### src/rtl/fw_interface_pkg.sv
// Shared definitions for the firmware-interface Wishbone slave: register map,
// command bit positions, FSM encoding and string-memory geometry.
package fw_interface_pkg;

  localparam logic [2:0] OFF_REPORT   = 3'd0;
  localparam logic [2:0] OFF_WARNING  = 3'd1;
  localparam logic [2:0] OFF_ERROR    = 3'd2;
  localparam logic [2:0] OFF_EXPECTED = 3'd3;
  localparam logic [2:0] OFF_MEASURED = 3'd4;
  localparam logic [2:0] OFF_CHAR     = 3'd5;
  localparam logic [2:0] OFF_CMD      = 3'd6;
  localparam logic [2:0] OFF_STATUS   = 3'd7;

  localparam int CMD_REPORT  = 0;
  localparam int CMD_WARNING = 1;
  localparam int CMD_ERROR   = 2;
  localparam int CMD_COMPARE = 3;

  localparam int         STR_MAX   = 64;
  // Last slot of the receiver's string memory is kept for the terminator.
  localparam logic [5:0] NUL_INDEX = 6'(STR_MAX - 1);

  typedef enum logic [2:0] {
    ST_IDLE,
    ST_STREAM,
    ST_TERM,
    ST_PULSE,
    ST_GAP
  } fw_state_e;

  // One-hot of the lowest set bit, so simultaneous command bits resolve to one.
  function automatic logic [3:0] cmd_select(input logic [3:0] cmd);
    return cmd & (~cmd + 4'd1);
  endfunction

  function automatic logic [31:0] apply_sel(input logic [31:0] old_val,
                                            input logic [31:0] new_val,
                                            input logic [3:0]  sel);
    logic [31:0] r;
    r = old_val;
    for (int b = 0; b < 4; b++) begin
      if (sel[b]) r[b*8 +: 8] = new_val[b*8 +: 8];
    end
    return r;
  endfunction

endpackage

### src/rtl/fw_interface_char_fifo.sv
// Synchronous 8-bit character FIFO; DEPTH must be a power of two so the
// pointers wrap naturally.
module fw_interface_char_fifo #(
  parameter int DEPTH = 16
) (
  input  logic                     clk,
  input  logic                     rst_n,
  input  logic                     push,
  input  logic                     pop,
  input  logic [7:0]               din,
  output logic [7:0]               dout,
  output logic                     full,
  output logic                     empty,
  output logic [$clog2(DEPTH):0]   level
);

  localparam int AW = $clog2(DEPTH);

  logic [7:0]    mem [DEPTH];
  logic [AW-1:0] wr_ptr;
  logic [AW-1:0] rd_ptr;
  logic [AW:0]   count;
  logic          do_push;
  logic          do_pop;

  assign do_push = push & ~full;
  assign do_pop  = pop & ~empty;

  always_ff @(posedge clk) begin
    if (do_push) mem[wr_ptr] <= din;
  end

  always_ff @(posedge clk) begin
    if (!rst_n) begin
      wr_ptr <= '0;
      rd_ptr <= '0;
      count  <= '0;
    end else begin
      if (do_push) wr_ptr <= wr_ptr + 1'b1;
      if (do_pop)  rd_ptr <= rd_ptr + 1'b1;
      case ({do_push, do_pop})
        2'b10:   count <= count + 1'b1;
        2'b01:   count <= count - 1'b1;
        default: count <= count;
      endcase
    end
  end

  assign dout  = mem[rd_ptr];
  assign full  = (count == (AW+1)'(DEPTH));
  assign empty = (count == '0);
  assign level = count;

endmodule

### src/rtl/fw_interface_wb_slave.sv
// Wishbone slave that streams firmware messages into the checker's string
// memory and pulses new_*; FW_INTERFACE_READBACK_EN enables register readback.
module fw_interface_wb_slave
  import fw_interface_pkg::*;
#(
  parameter int FIFO_DEPTH   = 16,
  parameter int PULSE_CYCLES = 4
) (
  input  logic        wb_clk_i,
  input  logic        wb_rst_i,
  input  logic [31:0] wb_adr_i,
  input  logic [31:0] wb_dat_i,
  input  logic [3:0]  wb_sel_i,
  input  logic        wb_we_i,
  input  logic        wb_cyc_i,
  input  logic        wb_stb_i,
  output logic [31:0] wb_dat_o,
  output logic        wb_ack_o,
  output logic        new_report,
  output logic        new_warning,
  output logic        new_error,
  output logic        new_compare,
  output logic [31:0] report_reg,
  output logic [31:0] warning_reg,
  output logic [31:0] error_reg,
  output logic [31:0] expected_reg,
  output logic [31:0] measured_reg,
  output logic [5:0]  index,
  output logic [7:0]  data,
  output logic        write_mem
);

  localparam int LW = $clog2(FIFO_DEPTH) + 1;

  // Handshake: a request is cyc&stb with ack low; it is accepted (and acked on
  // the next edge) unless it stalls, and all register side effects happen on
  // that same acking edge.
  fw_state_e   state, state_next;
  logic [2:0]  off;
  logic        bus_req, char_stall, cmd_stall, accept, wr_acc;
  logic        busy;
  logic [3:0]  pending;
  logic [7:0]  cnt;
  logic        fifo_push, fifo_pop, fifo_full, fifo_empty;
  logic [7:0]  fifo_dout;
  logic [LW-1:0] fifo_level;
  logic        unused_bits;

  assign off         = wb_adr_i[4:2];
  assign unused_bits = ^{wb_adr_i[31:5], wb_adr_i[1:0]};

  assign busy       = (state != ST_IDLE) | ~fifo_empty;
  assign bus_req    = wb_cyc_i & wb_stb_i & ~wb_ack_o;
  assign char_stall = wb_we_i & (off == OFF_CHAR) & (wb_dat_i[7:0] != 8'h00) & fifo_full;
  // Pending is included so a second command cannot slip in before TERM starts.
  assign cmd_stall  = wb_we_i & (off == OFF_CMD) & (wb_dat_i[3:0] != 4'h0) &
                      (busy | (pending != 4'h0));
  assign accept     = bus_req & ~char_stall & ~cmd_stall;
  assign wr_acc     = accept & wb_we_i;
  assign fifo_push  = wr_acc & (off == OFF_CHAR) & (wb_dat_i[7:0] != 8'h00);

  fw_interface_char_fifo #(.DEPTH(FIFO_DEPTH)) u_fifo (
    .clk   (wb_clk_i),
    .rst_n (wb_rst_i),
    .push  (fifo_push),
    .pop   (fifo_pop),
    .din   (wb_dat_i[7:0]),
    .dout  (fifo_dout),
    .full  (fifo_full),
    .empty (fifo_empty),
    .level (fifo_level)
  );

  always_ff @(posedge wb_clk_i) begin
    if (!wb_rst_i) begin
      wb_ack_o     <= 1'b0;
      report_reg   <= '0;
      warning_reg  <= '0;
      error_reg    <= '0;
      expected_reg <= '0;
      measured_reg <= '0;
    end else begin
      wb_ack_o <= accept;
      if (wr_acc) begin
        case (off)
          OFF_REPORT:   report_reg   <= apply_sel(report_reg,   wb_dat_i, wb_sel_i);
          OFF_WARNING:  warning_reg  <= apply_sel(warning_reg,  wb_dat_i, wb_sel_i);
          OFF_ERROR:    error_reg    <= apply_sel(error_reg,    wb_dat_i, wb_sel_i);
          OFF_EXPECTED: expected_reg <= apply_sel(expected_reg, wb_dat_i, wb_sel_i);
          OFF_MEASURED: measured_reg <= apply_sel(measured_reg, wb_dat_i, wb_sel_i);
          default: ;
        endcase
      end
    end
  end

  always_comb begin
    state_next = state;
    fifo_pop   = 1'b0;
    write_mem  = 1'b0;
    data       = 8'h00;
    case (state)
      ST_IDLE: begin
        if (!fifo_empty)            state_next = ST_STREAM;
        else if (pending != 4'h0)   state_next = ST_TERM;
      end
      ST_STREAM: begin
        if (fifo_empty) begin
          state_next = ST_IDLE;
        end else begin
          fifo_pop = 1'b1;
          if (index != NUL_INDEX) begin
            write_mem = 1'b1;
            data      = fifo_dout;
          end
        end
      end
      ST_TERM: begin
        write_mem  = 1'b1;
        state_next = ST_PULSE;
      end
      ST_PULSE: if (cnt == 8'(PULSE_CYCLES - 1)) state_next = ST_GAP;
      ST_GAP:   if (cnt == 8'd1)                 state_next = ST_IDLE;
      default:  state_next = ST_IDLE;
    endcase
  end

  always_ff @(posedge wb_clk_i) begin
    if (!wb_rst_i) begin
      state   <= ST_IDLE;
      cnt     <= '0;
      index   <= '0;
      pending <= '0;
    end else begin
      state <= state_next;
      cnt   <= ((state == ST_PULSE || state == ST_GAP) && state_next == state) ?
               cnt + 8'd1 : 8'd0;
      if (state == ST_STREAM && write_mem) index <= index + 6'd1;
      else if (state == ST_GAP)            index <= '0;
      if (state == ST_GAP && state_next == ST_IDLE)
        pending <= '0;
      else if (wr_acc && off == OFF_CMD && wb_dat_i[3:0] != 4'h0)
        pending <= cmd_select(wb_dat_i[3:0]);
    end
  end

  assign new_report  = (state == ST_PULSE) & pending[CMD_REPORT];
  assign new_warning = (state == ST_PULSE) & pending[CMD_WARNING];
  assign new_error   = (state == ST_PULSE) & pending[CMD_ERROR];
  assign new_compare = (state == ST_PULSE) & pending[CMD_COMPARE];

`ifdef FW_INTERFACE_READBACK_EN
  logic [31:0] rd_mux;
  logic        unused_rb;
  assign unused_rb = unused_bits;

  always_comb begin
    rd_mux = 32'h0;
    case (off)
      OFF_REPORT:   rd_mux = report_reg;
      OFF_WARNING:  rd_mux = warning_reg;
      OFF_ERROR:    rd_mux = error_reg;
      OFF_EXPECTED: rd_mux = expected_reg;
      OFF_MEASURED: rd_mux = measured_reg;
      OFF_STATUS:   rd_mux = {16'h0, 8'(fifo_level), 6'h0, fifo_full, busy};
      default:      rd_mux = 32'h0;
    endcase
  end

  always_ff @(posedge wb_clk_i) begin
    if (!wb_rst_i)              wb_dat_o <= '0;
    else if (accept && !wb_we_i) wb_dat_o <= rd_mux;
    else                        wb_dat_o <= '0;
  end
`else
  logic unused_rb;
  assign unused_rb = ^{unused_bits, fifo_level};
  assign wb_dat_o  = '0;
`endif

endmodule

### config.mk
export PLATFORM = sky130hd
export DESIGN_NAME = fw_interface_wb_slave
export DESIGN_NICKNAME = d
export VERILOG_FILES = /design/src/rtl/fw_interface_pkg.sv /design/src/rtl/fw_interface_char_fifo.sv /design/src/rtl/fw_interface_wb_slave.sv
export SDC_FILE = /design/constraint.sdc
export NUM_CORES = 1
export LEC_CHECK = 0
export BUFFER_PORTS_ARGS = -buffer_cell sky130_fd_sc_hd__buf_2
export CAP_MARGIN = 25
export CELL_PAD_IN_SITES_DETAIL_PLACEMENT = 1
export CELL_PAD_IN_SITES_GLOBAL_PLACEMENT = 2
export CORE_MARGIN = 4
export CORE_UTILIZATION = 36
export DETAILED_ROUTE_END_ITERATION = 6
export HOLD_SLACK_MARGIN = 0.03
export PLACE_DENSITY_LB_ADDON = 0.05
export SYNTH_ARGS = -nofsm -noshare
export SYNTH_HDL_FRONTEND = slang
export SYNTH_SLANG_ARGS = --single-unit
### constraint.sdc
create_clock -name wb_clk_i -period 3.53 [get_ports wb_clk_i]
set_input_delay 0.353 -clock wb_clk_i [delete_from_list [all_inputs] [get_ports wb_clk_i]]
set_output_delay 0.353 -clock wb_clk_i [all_outputs]
set_load 0.01 [all_outputs]
---- Word-level counts from Yosys, hierarchy flattened ----
Memories as Yosys holds them, arrays and structs flattened. A register that Yosys moved wholly into a read port is not among the register bits.
Cells that the tools add are included.
cells by class
  add/subtract/negate cells ............... 7
  equality and inequality tests ........... 17
  muxes and demuxes ....................... 21
  bitwise logic cells ..................... 29
  reduce and logical (&&, ||, !) cells .... 38
operators with widths
  kind                                                              count
  3-bit AND reduction                                               20
  8-bit 2-to-1 mux                                                  3
  1-bit AND                                                         19
  3-bit 2-to-1 mux                                                  5
  3-bit one-hot mux with 5 select lines                             1
  4-bit by 1-bit adder with 4-bit output (second input constant)    3
  3-bit by 2-bit == test with 1-bit output (second input constant)  4
  3-bit == test (second input constant)                             4
  6-bit 2-to-1 mux                                                  2
  5-bit one-hot mux with 2 select lines                             1
  3-bit zero test                                                   3
  8-bit by 1-bit adder with 8-bit output (second input constant)    1
  8-bit by 1-bit == test with 1-bit output (second input constant)  1
  8-bit by 2-bit == test with 1-bit output (second input constant)  1
  4-bit 2-to-1 mux                                                  2
  4-bit nonzero test                                                2
  8-bit nonzero test                                                1
  6-bit by 1-bit adder with 6-bit output (second input constant)    1
  3-bit by 1-bit == test with 1-bit output (second input constant)  2
  1-bit 2-to-1 mux                                                  6
  6-bit != test (second input constant)                             1
  1-bit NOT                                                         6
  5-bit by 1-bit adder with 5-bit output (second input constant)    1
  5-bit == test (second input constant)                             1
  15 further kinds                                                  21
word-level totals
  bits in registers ....................... 195
  memory bits (writable) .................. 128
  bits of input ports ..................... 73
  output and inout port bits .............. 212
  memories ................................ 1
memory list
  memory      depth  bits a word  rd ports  clocked after Yosys merged registers in  write ports  line                          text
  u_fifo.mem  16     8            1         1                                        1            fw_interface_char_fifo.sv:19  logic [7:0] mem [DEPTH];

---- Longest topological paths before layout ----
  depth in word-level cells ............... 13
  depth in mapped cells ................... 14
  depth with buffers taken out ............ 11

---- Hierarchy ----
A second synthesis with hierarchy kept.
second synthesis, totals
  cells, all modules ...................... 1079
  area total of the unflattened synthesis .. 13379.1 µm²
by module, submodules not included
  module                  instances  cells each  area an instance (µm²)
  fw_interface_wb_slave   1          748         7447.1
  fw_interface_char_fifo  1          331         5931.9

---- Worst setup path before layout ----
No wires, ideal clock.
  path type ............................... input port to flip-flop
  from .................................... input port wb_dat_i[0]
  to ...................................... register u_fifo.count[2], in the netlist u_fifo.level[2]
  data arrival time ....................... 2818 ps
  data required time ...................... 3459 ps
  slack ................................... 641 ps
  stages on the path ...................... 14
  buffers on the path ..................... 3
  cell sequence ........................... clkbuf_1 -> nor4_2 -> a211o_1 -> nor2_1 -> buf_2 -> inv_1 -> ha_1 -> clkbuf_1 -> xor2_1 -> ha_1 -> a21oi_1 -> xnor2_1 -> or3_1 -> a21oi_1
between the ends
  longest elaborated chain between the ends .. 12
  elaborated cells between the ends (all ways) .. 18
RTL lines
  what                                                                         line                                                      text
  from (decl)                                                                  fw_interface_wb_slave.sv:12                               input logic [31:0] wb_dat_i,
  8-bit nonzero test                                                           fw_interface_wb_slave.sv:54, fw_interface_wb_slave.sv:60
  1-bit AND (2 in a row)                                                       fw_interface_wb_slave.sv:54                               assign char_stall = wb_we_i & (off == OFF_CHAR) & (wb_dat_i[7:0] != 8'h00) & fifo_full;
  1-bit NOT                                                                    fw_interface_wb_slave.sv:58                               assign accept = bus_req & ~char_stall & ~cmd_stall;
  1-bit AND (2 in a row)                                                       fw_interface_wb_slave.sv:58
  1-bit AND                                                                    fw_interface_wb_slave.sv:59                               assign wr_acc = accept & wb_we_i;
  1-bit AND                                                                    fw_interface_wb_slave.sv:60                               assign fifo_push = wr_acc & (off == OFF_CHAR) & (wb_dat_i[7:0] != 8'h00);
  1-bit AND (*)                                                                fw_interface_wb_slave.sv:60
  1-bit AND (*)                                                                fw_interface_char_fifo.sv:26                              assign do_push = push & ~full;
  2-bit by 1-bit == test with 1-bit output or 2-bit == test (tied branches)    fw_interface_char_fifo.sv:41                              case ({do_push, do_pop})
  5-bit one-hot mux with 2 select lines or 2-bit nonzero test (tied branches)  -
  to (signal assigned)                                                         fw_interface_char_fifo.sv:42                              2'b10: count <= count + 1'b1;
  to (signal assigned)                                                         fw_interface_char_fifo.sv:43                              2'b01: count <= count - 1'b1;
  to (signal assigned)                                                         fw_interface_char_fifo.sv:44                              default: count <= count;
  to (decl)                                                                    fw_interface_char_fifo.sv:22                              logic [AW:0] count;
Every way passes the cells marked *; elsewhere a longest branch is shown, timed or not.
A chain may end at the register's enable or synchronous reset.

==> reports/metrics.yaml <==
route:
  routedWlPerCell_um: 21.1
  drt_iter0_drc: 387
  avgViaCountPerCell: 4.97
  detail_route.first_pass.iterations: 7
  top_layer_used: "met5"
  m1WireLength_um: 16000
  route.detailed.drc: 0
  ant_nets: 0
  wl_met3_um: 2770
  totalWireLength_um: 36900
  route.met2.wl_um: 17500
  num_vias: 8693
worst_setup_path:
  crit_path_end_kind: "output port"
  worst_path_dominant_cell_family: "flip-flops"
  crit_type: "reg -> out"
  path_cells: "buf_4 > mux4_2 > a211oi_1 > a211oi_1 > buf_2"
  worst_ep_arrival_time_ns: 2.66
  cp_max_fo: 16
  worst_setup_path_start_kind: "flip-flop"
  cp_slowest_cell: "dfxtp_2"
  crit_required_ns: 3.18
  crit_buf_inv: 2
  path_common_cell: "a211oi_1"
  cpPeakStageDelay_ns: 0.70
cts:
  cts_setup_buffers: 0
  post_cts_resized: 0
  clock_latency_ns: 0.52
  numCtsBuffers: 39
  htree_levels: 2
  root_buffer: "clkbuf_16"
  cts_hold_buf: 0
  clock-sinks: 327
  cts_tree: "built"
  clk_pin_slew_ns: 0.06
  ctsLongestPathBuffers: 3
power_and_ir_drop:
  p_per_area_nw_per_um2: 511
  power.leakage_nw: 6.77
  ir_drop_mv: 0.301
final_layout:
  syn_to_final_growth_pct: 20.9
  drive_above_1_share: 0.284
  largest_register: "u_fifo.mem"
  nNetsFinal: 1345
  final_area_um2: 16000
  largest_reg_flops: 128
  antenna_cells: 0
  fillers: 3841
placement:
  dpl_cell_area_um2: 14700
  dp_hpwl_um: 25900
  gp_congestion: 0.750
  portBuffers: 223
floorplanning:
  row_count: 69
  coreArea_um2: 35900
  die_y_um: 200
  die-area_um2: 39800
  die_x_um: 200
  start_util: 0.368
  pin_count: 285
grt:
  grt_first_pass_wirelength_um: 56200
  grt_pass1_vias: 9101
  grt_max_degree: 99
  track_usage: 0.183
  grt-ovfl-total: 0
  antenna_found_initial: 9
yosys:
  synth.top_cell.area_share: 0.301
  synthesis.instances: 1030
  yosys.cell_count.top_type: "dfxtp_1"
  yosysWarnings: 0
  synth_flop_cell: "dfxtp_1"
  synthTopCellsByArea: "dfxtp_1 30%, edfxtp_1 29%, mux2i_1 13%"
  synth-async-reset-ratio: 0
  ys_seq_elements: 327
  avgSynthCellArea_um2: 12.8
  synth-edff-count: 128
  synth_cell_types: 66
  synth_common_cells: "199 x dfxtp_1, 188 x nor2_1, 173 x mux2i_1, 128 x edfxtp_1, 35 x buf_4"
  ys_seq_area_frac: 0.592
  syn_area_um2: 13200
  synth_area_leader_cell: "dfxtp_1"
status:
  status: "complete, no violations"
sta:
  setup_viol: 0
  clock_skew_ns: 0.0116
  finalHoldViolCount: 0
  drv_slew: 0
  fin_tns_setup_ns: 0
  whs_ns: 0.142
  rsz0062_at_grt: "no"
  slew_headroom: 0.430
  max_freq_mhz: 332
  fin_crit_sh: 0.853
  tightest_slew_ns: 0.855
  period_minus_slack_ns: 3.01
job:
  max-cap-violations: 0
worst_hold_path:
  hp-class: "in -> reg"
==> cells in the final DEF (no fill, tap or decap), types with 6 or more instances in the layout <==
cell	instances
ha_1	11
edfxtp_1	128
inv_1	9
nor2b_1	12
and3_1	20
buf_2	223
nand3_1	15
nand2_1	16
nand2b_1	6
nor3_4	12
nor2_1	188
buf_4	18
conb_1	32
a21oi_1	14
dfxtp_1	198
xor2_1	9
clkbuf_16	41
nand4_2	8
mux4_2	32
clkinv_1	11
a211oi_1	18
mux2i_1	173
==> path summary, 6_finish.rpt <==
check              startpoint                to  slack [ns]  cells past startpoint
min reg2reg  expected_reg[21]  expected_reg[21]        0.48                      2
max                 flip-flop           data[6]        0.52                      5
max reg2reg   u_fifo.level[2]   u_fifo.level[2]        0.66                     10
min              wb_dat_i[24]   warning_reg[24]        0.14                      3
==> routing by layer <==
layer | vias up | track usage
met5 | - | 0
met2 | 181 | 0.304
met1 | 4310 | 0.231
li1 | 4128 | -
met4 | 16 | 0.0347
met3 | 58 | 0.0674
==> report_power, final <==
| group | switching (mW) | leakage (nW) | internal [mW] |
|---|---|---|---|
| Combinational | 0.180 | 3.39 | 0.0584 |
| Sequential | 0.00652 | 2.75 | 3.93 |
| Clock | 1.55 | 0.629 | 2.44 |
==> cells by family (layout without fill, tap and decap cells) <==
logic type	count (synthesis)	after routing	synth area share
buffers and inverters	94	322	0.0403
flip-flops	327	327	0.592
multiplexers	205	205	0.186
other	1	32	0.000284
AO/OA/AOI/OAI	69	69	0.0382
XOR/XNOR	12	12	0.00795
AND/OR/NAND/NOR	311	311	0.125
adder cells (fa/ha/maj)	11	11	0.0104
==> worst min-delay path, delay by kind of cell <==
family,cells,cell delay (ns)
multiplexers,1,0.07
AND/OR/NAND/NOR,1,0.07
buffers and inverters,1,0.13
==> per-stage QoR <==
| step | util | cells | power, mW | setup slack (ns) |
|---|---|---|---|---|
| floorplan | - | 1061 | 4.16 | 0.641 |
| global placement | 0.409 | 1681 | 4.25 | 0.385 |
| detailed placement | 0.409 | 1681 | 4.26 | 0.321 |
| CTS | 0.445 | 1750 | 8.28 | 0.379 |
| global route | 0.445 | 1750 | 8.47 | 0.261 |
| finish | 0.445 | 1750 | 8.16 | 0.518 |
==> layout make-up <==
| cell class | count | area [um2] | share of cell area |
|---|---|---|---|
| flip-flops and latches | 327 | 7830 | 0.490 |
| multi-input cells | 640 | 4970 | 0.311 |
| repair buffers | 242 | 1270 | 0.0796 |
| clock buffers | 47 | 1070 | 0.0669 |
| well taps | 461 | 577 | 0.0361 |
| clock inverters | 22 | 211 | 0.0132 |
| inverters | 11 | 46.3 | 0.00290 |
Note: power is estimated with default switching activity, not from simulation.
